`src/rtl/bus_arb_pkg.sv`:
```
`default_nettype none
// ============================================================================
// Module      : bus_arb_pkg
// Description : Shared definitions for the tri-state bus arbiter: FSM state
//               encoding, default sizing constants and an index-wrap helper.
// Revision    : 1.0 - initial release
// ============================================================================
package bus_arb_pkg;

    // Default number of requesters and default tenure limit.
    localparam int c_default_n        = 4;
    localparam int c_default_max_hold = 16;

    // Arbiter FSM encoding (explicit 2-bit width).
    typedef enum logic [1:0] {
        IDLE = 2'd0,
        OWN  = 2'd1,
        TURN = 2'd2
    } state_t;

    // (idx + 1) mod n, for idx already in 0..n-1.
    function automatic int wrap_inc(input int idx, input int n);
        return (idx + 1 >= n) ? 0 : idx + 1;
    endfunction

endpackage
`default_nettype wire

```
`src/rtl/rr_pick.sv`:
```
`default_nettype none
// ============================================================================
// Module      : rr_pick
// Description : Combinational round-robin selector. Searches req starting at
//               rr_ptr and wrapping modulo N; the first set bit wins.
// Ports       : req    [N-1:0]        request vector
//               rr_ptr [clog2(N)-1:0] highest-priority index
//               valid                 any request present
//               idx    [clog2(N)-1:0] winning index (0 when !valid)
// Revision    : 1.0 - initial release
// ============================================================================
module rr_pick #(
    parameter  int N       = 4,
    localparam int c_idx_w = $clog2(N)
) (
    input  logic [N-1:0]       req,
    input  logic [c_idx_w-1:0] rr_ptr,
    output logic               valid,
    output logic [c_idx_w-1:0] idx
);

    logic [c_idx_w-1:0] w_pos;

    // Walk offsets from the farthest to the nearest so the nearest set bit
    // (lowest offset from rr_ptr) is the last assignment and therefore wins.
    always_comb begin
        valid = |req;
        idx   = '0;
        w_pos = '0;
        for (int k = N - 1; k >= 0; k--) begin
            w_pos = c_idx_w'((int'(rr_ptr) + k) % N);
            if (req[w_pos]) begin
                idx = w_pos;
            end
        end
    end

endmodule
`default_nettype wire

```
`src/rtl/bus_arbiter.sv`:
```
`default_nettype none
// ============================================================================
// Module      : bus_arbiter
// Description : Round-robin arbiter for N requesters sharing one tri-state
//               bus. A tenure lasts while the owner holds req, up to MAX_HOLD
//               cycles, and is always followed by one all-off turnaround
//               cycle (TURN) and one arbitration cycle (IDLE).
// Ports       : clk      clock, rising edge
//               rst      synchronous active-high reset
//               req      [N-1:0] level requests
//               grant    [N-1:0] registered one-hot-or-zero driver enables
//               owner    [clog2(N)-1:0] current grantee, 0 when no grant
//               busy     any grant bit high
//               preempt  one-cycle pulse when a tenure is cut by MAX_HOLD
// Revision    : 1.0 - initial release
// ============================================================================
module bus_arbiter
    import bus_arb_pkg::*;
#(
    parameter int N        = c_default_n,
    parameter int MAX_HOLD = c_default_max_hold
) (
    input  logic                 clk,
    input  logic                 rst,
    input  logic [N-1:0]         req,
    output logic [N-1:0]         grant,
    output logic [$clog2(N)-1:0] owner,
    output logic                 busy,
    output logic                 preempt
);

    localparam int                  c_idx_w    = $clog2(N);
    localparam int                  c_hold_w   = $clog2(MAX_HOLD + 1);
    localparam logic [c_hold_w-1:0] c_hold_max = c_hold_w'(MAX_HOLD);
    localparam logic [c_hold_w-1:0] c_hold_one = c_hold_w'(1);

    state_t              r_state;
    state_t              w_state_nxt;
    logic [N-1:0]        r_grant;
    logic [N-1:0]        w_grant_nxt;
    logic [c_idx_w-1:0]  r_owner;
    logic [c_idx_w-1:0]  w_owner_nxt;
    logic [c_idx_w-1:0]  r_rr_ptr;
    logic [c_idx_w-1:0]  w_rr_ptr_nxt;
    logic [c_hold_w-1:0] r_hold;
    logic [c_hold_w-1:0] w_hold_nxt;
    logic                r_preempt;
    logic                w_preempt_nxt;

    logic                w_pick_valid;
    logic [c_idx_w-1:0]  w_pick_idx;
    logic                w_own_req;
    logic                w_own_exit;

    rr_pick #(
        .N(N)
    ) u_rr_pick (
        .req    (req),
        .rr_ptr (r_rr_ptr),
        .valid  (w_pick_valid),
        .idx    (w_pick_idx)
    );

    // Only the owner's request is looked at during a tenure; other request
    // changes wait for the next IDLE arbitration.
    assign w_own_req  = req[r_owner];
    assign w_own_exit = !w_own_req || (r_hold == c_hold_max);

    // ------------------------------------------------------------------
    // State and registered outputs
    // ------------------------------------------------------------------
    always_ff @(posedge clk) begin
        if (rst) begin
            r_state   <= IDLE;
            r_grant   <= '0;
            r_owner   <= '0;
            r_rr_ptr  <= '0;
            r_hold    <= '0;
            r_preempt <= 1'b0;
        end else begin
            r_state   <= w_state_nxt;
            r_grant   <= w_grant_nxt;
            r_owner   <= w_owner_nxt;
            r_rr_ptr  <= w_rr_ptr_nxt;
            r_hold    <= w_hold_nxt;
            r_preempt <= w_preempt_nxt;
        end
    end

    // ------------------------------------------------------------------
    // Next-state logic
    // ------------------------------------------------------------------
    always_comb begin
        w_state_nxt = r_state;
        case (r_state)
            IDLE:    if (w_pick_valid) w_state_nxt = OWN;
            OWN:     if (w_own_exit)   w_state_nxt = TURN;
            TURN:    w_state_nxt = IDLE;
            default: w_state_nxt = IDLE;
        endcase
    end

    // ------------------------------------------------------------------
    // Output logic: next values of the registered outputs. Everything
    // defaults to "bus released", so TURN and IDLE-without-request need
    // no explicit branch.
    // ------------------------------------------------------------------
    always_comb begin
        w_grant_nxt   = '0;
        w_owner_nxt   = '0;
        w_hold_nxt    = '0;
        w_preempt_nxt = 1'b0;
        w_rr_ptr_nxt  = r_rr_ptr;
        case (r_state)
            IDLE: begin
                if (w_pick_valid) begin
                    w_grant_nxt[w_pick_idx] = 1'b1;
                    w_owner_nxt             = w_pick_idx;
                    // Counter reads 1 during the first OWN cycle.
                    w_hold_nxt              = c_hold_one;
                end
            end
            OWN: begin
                if (w_own_exit) begin
                    w_rr_ptr_nxt  = c_idx_w'(wrap_inc(int'(r_owner), N));
                    // Exiting with req still high can only mean the hold
                    // limit was reached; a req drop suppresses the pulse.
                    w_preempt_nxt = w_own_req;
                end else begin
                    w_grant_nxt = r_grant;
                    w_owner_nxt = r_owner;
                    w_hold_nxt  = r_hold + c_hold_one;
                end
            end
            default: begin
            end
        endcase
    end

    assign grant   = r_grant;
    assign owner   = r_owner;
    assign busy    = |r_grant;
    assign preempt = r_preempt;

endmodule
`default_nettype wire

```
`config.mk`:
```
export PLATFORM = sky130hd
export DESIGN_NAME = bus_arbiter
export DESIGN_NICKNAME = d
export VERILOG_FILES = /design/src/rtl/bus_arb_pkg.sv /design/src/rtl/rr_pick.sv /design/src/rtl/bus_arbiter.sv
export SDC_FILE = /design/constraint.sdc
export NUM_CORES = 1
export LEC_CHECK = 0
export ABC_AREA = 1
export CAP_MARGIN = 15
export CORE_ASPECT_RATIO = 1.1
export CORE_MARGIN = 5
export CORE_UTILIZATION = 28
export DETAILED_ROUTE_END_ITERATION = 8
export HOLD_SLACK_MARGIN = 0.02
export PLACE_DENSITY = 0.46
export SLEW_MARGIN = 20
export SYNTH_ARGS = -nofsm -noshare
export SYNTH_HDL_FRONTEND = slang
export SYNTH_HIERARCHICAL = 1
export SYNTH_SLANG_ARGS = --single-unit
```
`constraint.sdc`:
```
create_clock -name clk -period 1.9 [get_ports clk]
set_input_delay 0.38 -clock clk [delete_from_list [all_inputs] [get_ports clk]]
set_output_delay 0.38 -clock clk [all_outputs]
set_load 0.02 [all_outputs]
```
==> results.py, run 1 <==
metrics = {
    "cells_and_area": {
        "fillerInstances": 353,
        "most_common_cell_after_layout_fill_and_taps_aside": "sky130_fd_sc_hd__nand2_1",
        "drive_above_1_share": 0.155,
        "finish.utilization": 0.379,
        "multiInputGateArea_um2": 561,
        "antenna-diode-count": 0,
        "nets_final": 184,
        "area_growth_pct": 29.9,
        "sequential_cell_area_um2": 320,
        "final_cell_area_um2": 1260,
        "final_cell_mix": "sky130_fd_sc_hd__nand2_1, sky130_fd_sc_hd__nand3_1, sky130_fd_sc_hd__inv_1, sky130_fd_sc_hd__dfxtp_1, sky130_fd_sc_hd__clkdlybuf4s50_1",
    },
    "run": {
        "maxCapViolCount": 0,
    },
    "pwr": {
        "power.static_leakage_nw": 0.637,
        "power_density_nw_per_um2": 1470,
        "max-vdd-ir-drop_mv": 0.545,
    },
    "logic_synthesis": {
        "ys.warnings.count": 6,
        "syn_area_per_cell_um2": 6.52,
        "post_synthesis_instance_total": 149,
        "synthesis.nets": 158,
        "synth_cell_types": 22,
        "yosys_register_bits": 16,
        "synth_seq_area_share": 0.330,
        "netlist_area_um2": 971,
    },
    "timing": {
        "finalHoldViolations": 0,
        "max_freq_mhz": 549,
        "final.setup_skew_ns": 0.000709,
        "drv_slew": 0,
        "rsz0062_at_grt": "false",
        "slew-limit-headroom": 0.824,
        "worst_slew_pin_slew_ns": 0.264,
        "finalHoldWorstSlack_ns": 0.478,
        "final.period_utilization": 0.959,
        "finalSetupViolations": 0,
        "fin_crit_ns": 1.82,
    },
    "global_routing": {
        "grt_pass1_wl_um": 3910,
        "grt_usage": 0.104,
        "first_global_vias": 882,
        "grt_max_degree": 18,
        "number_of_antenna_violations_at_the_first_check_in_global_routing": 0,
        "grt_overflow": 0,
    },
    "worst_setup_path": {
        "critical_path_maximum_fanout": 3,
        "critPathLaunch": "grant[0]",
        "critical_path.startpoint_type": "flip-flop",
        "critical_path.endpoint_type": "primary output",
        "worst-endpoint-arrival_ns": 1.44,
        "reg2reg_setup_slack_ns": 0.28,
        "critical_path.cell_chain": "or4_1 -> clkdlybuf4s15_1",
        "crit-reg2reg-capture": "grant[2]",
        "worst_path_largest_cell_delay_ns": 0.52,
        "critPathSlowestCell": "sky130_fd_sc_hd__or4_1",
        "crit_type": "reg2out",
        "critPathRequiredTime_ns": 1.52,
        "rr_worst_depth": 12,
        "critical_path.reg2reg.startpoint": "r_rr_ptr[0]",
    },
    "clock_tree": {
        "clkSlewWorstSetupHoldPaths_ns": 0.09,
        "cts_hold_buf": 0,
        "numClockSinks": 16,
        "numCtsBuffers": 3,
        "cts-root-buf": "sky130_fd_sc_hd__clkbuf_4",
        "tritoncts": "done",
        "cts_h_tree_depth": 1,
        "clock_path_buffers": 2,
        "clk_latency_ns": 0.28,
    },
    "floorplanning": {
        "placement_rows": 22,
        "design.portCount": 14,
        "width_of_the_chip_um": 66.1,
        "core_area_um2": 3330,
        "floorplan.initialDensity": 0.292,
        "floorplan.die_area_um2": 4750,
        "floorplan.die.height_um": 71.8,
    },
    "routing": {
        "drt-total-wl_um": 2180,
        "ant_nets": 0,
        "detailroute.via_count": 950,
        "drt-initial-drc-count": 43,
        "route.detailed.drc": 0,
        "first_pass_iters": 4,
        "routed_wire_length_per_instance_um": 9.82,
        "avgViaCountPerCell": 4.28,
    },
    "worst_hold_path": {
        "holdCritStartpoint": "grant[3]",
        "hold-path-cell-count": 2,
        "min-delay-path-class": "reg2reg",
        "hold-path-endpoint": "grant[3]",
    },
    "placement": {
        "dpl_cell_area_um2": 1220,
        "gp_congestion": 0.864,
        "dp_hpwl_um": 1770,
        "place.port_buffers": 13,
    },
    "status": {
        "status": "finished, final reports clean",
    },
}
[power breakdown]
group	leakage [nW]	switching [mW]	internal, mW
registers	0.131	0.0988	0.432
logic	0.485	0.666	0.440
clock network	0.0210	0.103	0.117
[logic make-up after synthesis]
kind of cell / share of synthesized area
compound gates: 0.0103
xor+xnor: 0.0271
fa+ha+maj: 0.0387
buf+inv: 0.0928
flops: 0.330
simple gates: 0.501
[worst max path at each step]
stage / endpoint / slack (ns) / cells after the start
floorplan: busy / 0.51 / 1
global placement: grant[3] / -0.03 / 15
detailed placement: grant[3] / -0.06 / 15
CTS: busy / 0.03 / 2
global route: busy / 0.01 / 2
finish: busy / 0.08 / 2
[layer usage]
metal,GRT usage,up-vias,part of all wire
met3,0.0204,2,0.029
met5,0,-,0
met4,0.0406,0,0.0096
met1,0.126,420,0.46
li1,-,518,-
met2,0.178,10,0.50
[stage by stage]
| stage | cells | power [mW] | setup TNS [ns] | setup slack [ns] |
|---|---|---|---|---|
| floorplan | 149 | 1.29 | 0 | 0.508 |
| global placement | 218 | 1.66 | -0.0308 | -0.0282 |
| detailed placement | 218 | 1.66 | -0.148 | -0.0572 |
| CTS | 222 | 1.88 | 0 | 0.0297 |
| global route | 222 | 2.06 | 0 | 0.0128 |
| finish | 222 | 1.86 | 0 | 0.0778 |
[flip-flops by register name, summed over array words and instances (netlist names)]
signal	flops
grant	4
r_hold	5
preempt	1
r_state	2
r_rr_ptr	2
owner	2
[critical path: cells and delay by family, from the launching register on]
kind / cells / cell delay (ns)
buffers and inverters: 1 / 0.30
flip-flops: 1 / 0.34
AND/OR/NAND/NOR: 1 / 0.52
[cell usage after synthesis]
cell | instances | area share
sky130_fd_sc_hd__a21oi_1 | 1 | 0.0051
sky130_fd_sc_hd__clkbuf_1 | 1 | 0.0039
sky130_fd_sc_hd__clkinv_1 | 1 | 0.0039
sky130_fd_sc_hd__dfxtp_1 | 16 | 0.33
sky130_fd_sc_hd__ha_1 | 3 | 0.039
sky130_fd_sc_hd__inv_1 | 20 | 0.077
sky130_fd_sc_hd__inv_2 | 2 | 0.0077
sky130_fd_sc_hd__nand2_1 | 49 | 0.19
sky130_fd_sc_hd__nand2_2 | 2 | 0.013
sky130_fd_sc_hd__nand2_4 | 1 | 0.012
sky130_fd_sc_hd__nand3_1 | 25 | 0.13
sky130_fd_sc_hd__nand3_2 | 1 | 0.010
sky130_fd_sc_hd__nand3_4 | 1 | 0.018
sky130_fd_sc_hd__nand4_1 | 3 | 0.019
sky130_fd_sc_hd__nor2_1 | 10 | 0.039
sky130_fd_sc_hd__nor2_2 | 6 | 0.039
sky130_fd_sc_hd__nor2_8 | 1 | 0.021
sky130_fd_sc_hd__nor3_1 | 1 | 0.0051
sky130_fd_sc_hd__o21ai_0 | 1 | 0.0051
sky130_fd_sc_hd__or4_1 | 1 | 0.0077
sky130_fd_sc_hd__xnor2_1 | 1 | 0.0090
sky130_fd_sc_hd__xor2_1 | 2 | 0.018
[layout make-up]
cell class | count | share of cell area
clock buffers | 4 | 0.0288
repair buffers | 22 | 0.157
inverters | 23 | 0.0685
multi-input cells | 109 | 0.444
flip-flops and latches | 16 | 0.254
well taps | 48 | 0.0476
[repair_timing]
action                                  CTS  global route
endpoints found under the setup margin    1             1
endpoints found under the hold margin     0             0
buffers inserted                          0             0
gates resized for setup                   1             1
(Power assumes the default switching activity.)
==> inputs of run 2 (changes only) <==
--- a/config.mk
+++ b/config.mk
@@ -10,6 +10,7 @@
 export CORE_ASPECT_RATIO = 1.1
 export CORE_MARGIN = 5
 export CORE_UTILIZATION = 28
+export CTS_CLUSTER_DIAMETER = 200
 export DETAILED_ROUTE_END_ITERATION = 8
 export HOLD_SLACK_MARGIN = 0.02
 export PLACE_DENSITY = 0.46
==> constraint.sdc (replaced) <==
create_clock -name clk -period 1.9 [get_ports clk]
set_input_delay 0.38 -clock clk [delete_from_list [all_inputs] [get_ports clk]]
set_output_delay 0.38 -clock clk [all_outputs]
set_load 0.1 [all_outputs]
==> run 2 against run 1 <==
Cell count is 0.90% lower. Core utilization increased by 1.5 points. First-iteration DRC count is 40% higher. Sequential share of layout area shrank 0.90 points. Global-route usage up 0.16 points. Worst setup slack better by 0.063 ns. Critical path depth is the same. Fmax rose by 3.6%. Combinational power grew 54%. Non-clock buffer count decreased by 1. Routed wire length rose by 2.1%. Worst hold slack gained 0.041 ns. Largest cell class unchanged. Largest power group unchanged.
==> results.py, run 2 (synthesized netlist as in run 1, its figures left out) <==
metrics = {
    "worst_setup_path": {
        "critical_path_maximum_fanout": 3,
        "worst-endpoint-arrival_ns": 1.38,
        "worst_path_largest_cell_delay_ns": 0.56,
        "critical_path.cell_chain": "or4_4 -> buf_12",
        "critPathLaunch": "grant[0]",
        "critPathRequiredTime_ns": 1.52,
        "critical_path.startpoint_type": "flip-flop",
        "critical_path.reg2reg.startpoint": "r_rr_ptr[1]",
        "critPathSlowestCell": "sky130_fd_sc_hd__or4_4",
        "critPathTopFamily": "simple AND/OR/NAND/NOR gates",
        "crit_type": "reg2out",
        "cp_num_buf_inv": 1,
        "critical_path.endpoint_type": "primary output",
    },
    "floorplanning": {
        "floorplan.die_area_um2": 4750,
        "core_area_um2": 3330,
        "design.portCount": 14,
        "floorplan.die.height_um": 71.8,
        "floorplan.initialDensity": 0.292,
        "width_of_the_chip_um": 66.1,
        "placement_rows": 22,
    },
    "placement": {
        "dp_slack_ns": -0.0769,
        "post-place-cells": 217,
        "gp_congestion": 0.885,
        "dp_hpwl_um": 1810,
        "dpl_cell_area_um2": 1290,
        "place.port_buffers": 13,
    },
    "routing": {
        "routed_wire_length_per_instance_um": 10.1,
        "detailroute.via_count": 944,
        "drt-total-wl_um": 2220,
        "first_pass_iters": 4,
        "route.detailed.drc": 0,
        "drt-initial-drc-count": 60,
        "avgViaCountPerCell": 4.29,
        "ant_nets": 0,
    },
    "global_routing": {
        "number_of_antenna_violations_at_the_first_check_in_global_routing": 0,
        "grt_overflow": 0,
        "grt_usage": 0.105,
        "grt_max_degree": 18,
        "grt_pass1_wl_um": 4000,
        "first_global_vias": 914,
    },
    "timing": {
        "finalHoldViolations": 0,
        "rsz0062_at_grt": "false",
        "final.period_utilization": 0.926,
        "max_freq_mhz": 568,
        "finalHoldWorstSlack_ns": 0.519,
        "fin_crit_ns": 1.76,
        "final.setup.tns_ns": 0,
        "final.setup_skew_ns": 0.00940,
        "drv_slew": 0,
        "finalSetupViolations": 0,
        "slew-limit-headroom": 0.814,
        "worst_slack_ns": 0.141,
        "worst_slew_pin_slew_ns": 0.279,
    },
    "cells_and_area": {
        "drive_above_1_share": 0.203,
        "most_common_cell_after_layout_fill_and_taps_aside": "sky130_fd_sc_hd__nand2_1",
        "final-instance-count-excl-fill": 220,
        "finish.utilization": 0.394,
        "nets_final": 183,
        "area_growth_pct": 35.2,
        "sequential_cell_area_um2": 322,
        "antenna-diode-count": 0,
        "fillerInstances": 360,
        "largest_reg_flops": 5,
        "regMostFlops": "r_hold",
        "final_cell_mix": "sky130_fd_sc_hd__nand2_1, sky130_fd_sc_hd__nand3_1, sky130_fd_sc_hd__inv_1, sky130_fd_sc_hd__dfxtp_1, sky130_fd_sc_hd__nor2_1",
        "final_cell_area_um2": 1310,
        "multiInputGateArea_um2": 564,
    },
    "clock_tree": {
        "clk_latency_ns": 0.28,
        "clock_path_buffers": 2,
        "numClockSinks": 16,
        "cts_hold_buf": 0,
        "tritoncts": "done",
        "clkSlewWorstSetupHoldPaths_ns": 0.09,
        "cts-root-buf": "sky130_fd_sc_hd__clkbuf_4",
        "numCtsBuffers": 3,
        "post_cts_resize_count": 0,
        "cts_post_setup_buffers_inserted": 0,
        "cts_h_tree_depth": 1,
    },
    "run": {
        "maxCapViolCount": 0,
    },
    "pwr": {
        "power_density_nw_per_um2": 1870,
        "power.static_leakage_nw": 0.660,
        "max-vdd-ir-drop_mv": 0.594,
        "post-layout-total-power_mw": 2.45,
    },
    "status": {
        "status": "finished, final reports clean",
    },
    "worst_hold_path": {
        "min-delay-path-class": "reg2reg",
        "holdCritStartpoint": "grant[3]",
    },
}
## run 2: changes by cell type in the layout (fill, tap and decap cells not counted), sizes merged
cell	previous run	this run
buf	9	16
clkdlybuf4s15	1	0
clkdlybuf4s50	12	5
clkbuf	4	3
## run 2: power breakdown
group | internal (mW) | leakage (nW) | switching (mW)
Clock | 0.0734 | 0.0138 | 0.0980
Combinational | 0.606 | 0.515 | 1.10
Sequential | 0.434 | 0.131 | 0.132
## run 2: worst paths after layout
path / endpoint / slack [ns] / cells after the start
min reg2reg: grant[3] / 0.52 / 2
max: busy / 0.14 / 2
min: grant[3] / 0.52 / 2
max reg2reg: grant[3] / 0.34 / 14
## run 2: routing by layer
layer / share of wire / global-route usage / up-vias
met5: 0 / 0 / -
met4: 0.016 / 0.0406 / 0
met3: 0.038 / 0.0266 / 4
met2: 0.49 / 0.184 / 12
met1: 0.45 / 0.121 / 416
li1: - / - / 512
## run 2: layout make-up
class / count / area share
tap: 48 / 0.0458
multi-input combinational: 109 / 0.430
inverter: 23 / 0.0658
sequential: 16 / 0.245
clock buffer: 3 / 0.0172
timing repair buffer: 21 / 0.196
## run 2: tightest hold or removal path, cell delays in order, from the launching register on
cell	delay [ns]
sky130_fd_sc_hd__dfxtp_1	0.35
sky130_fd_sc_hd__nand3_1	0.09
sky130_fd_sc_hd__nand2_1	0.04
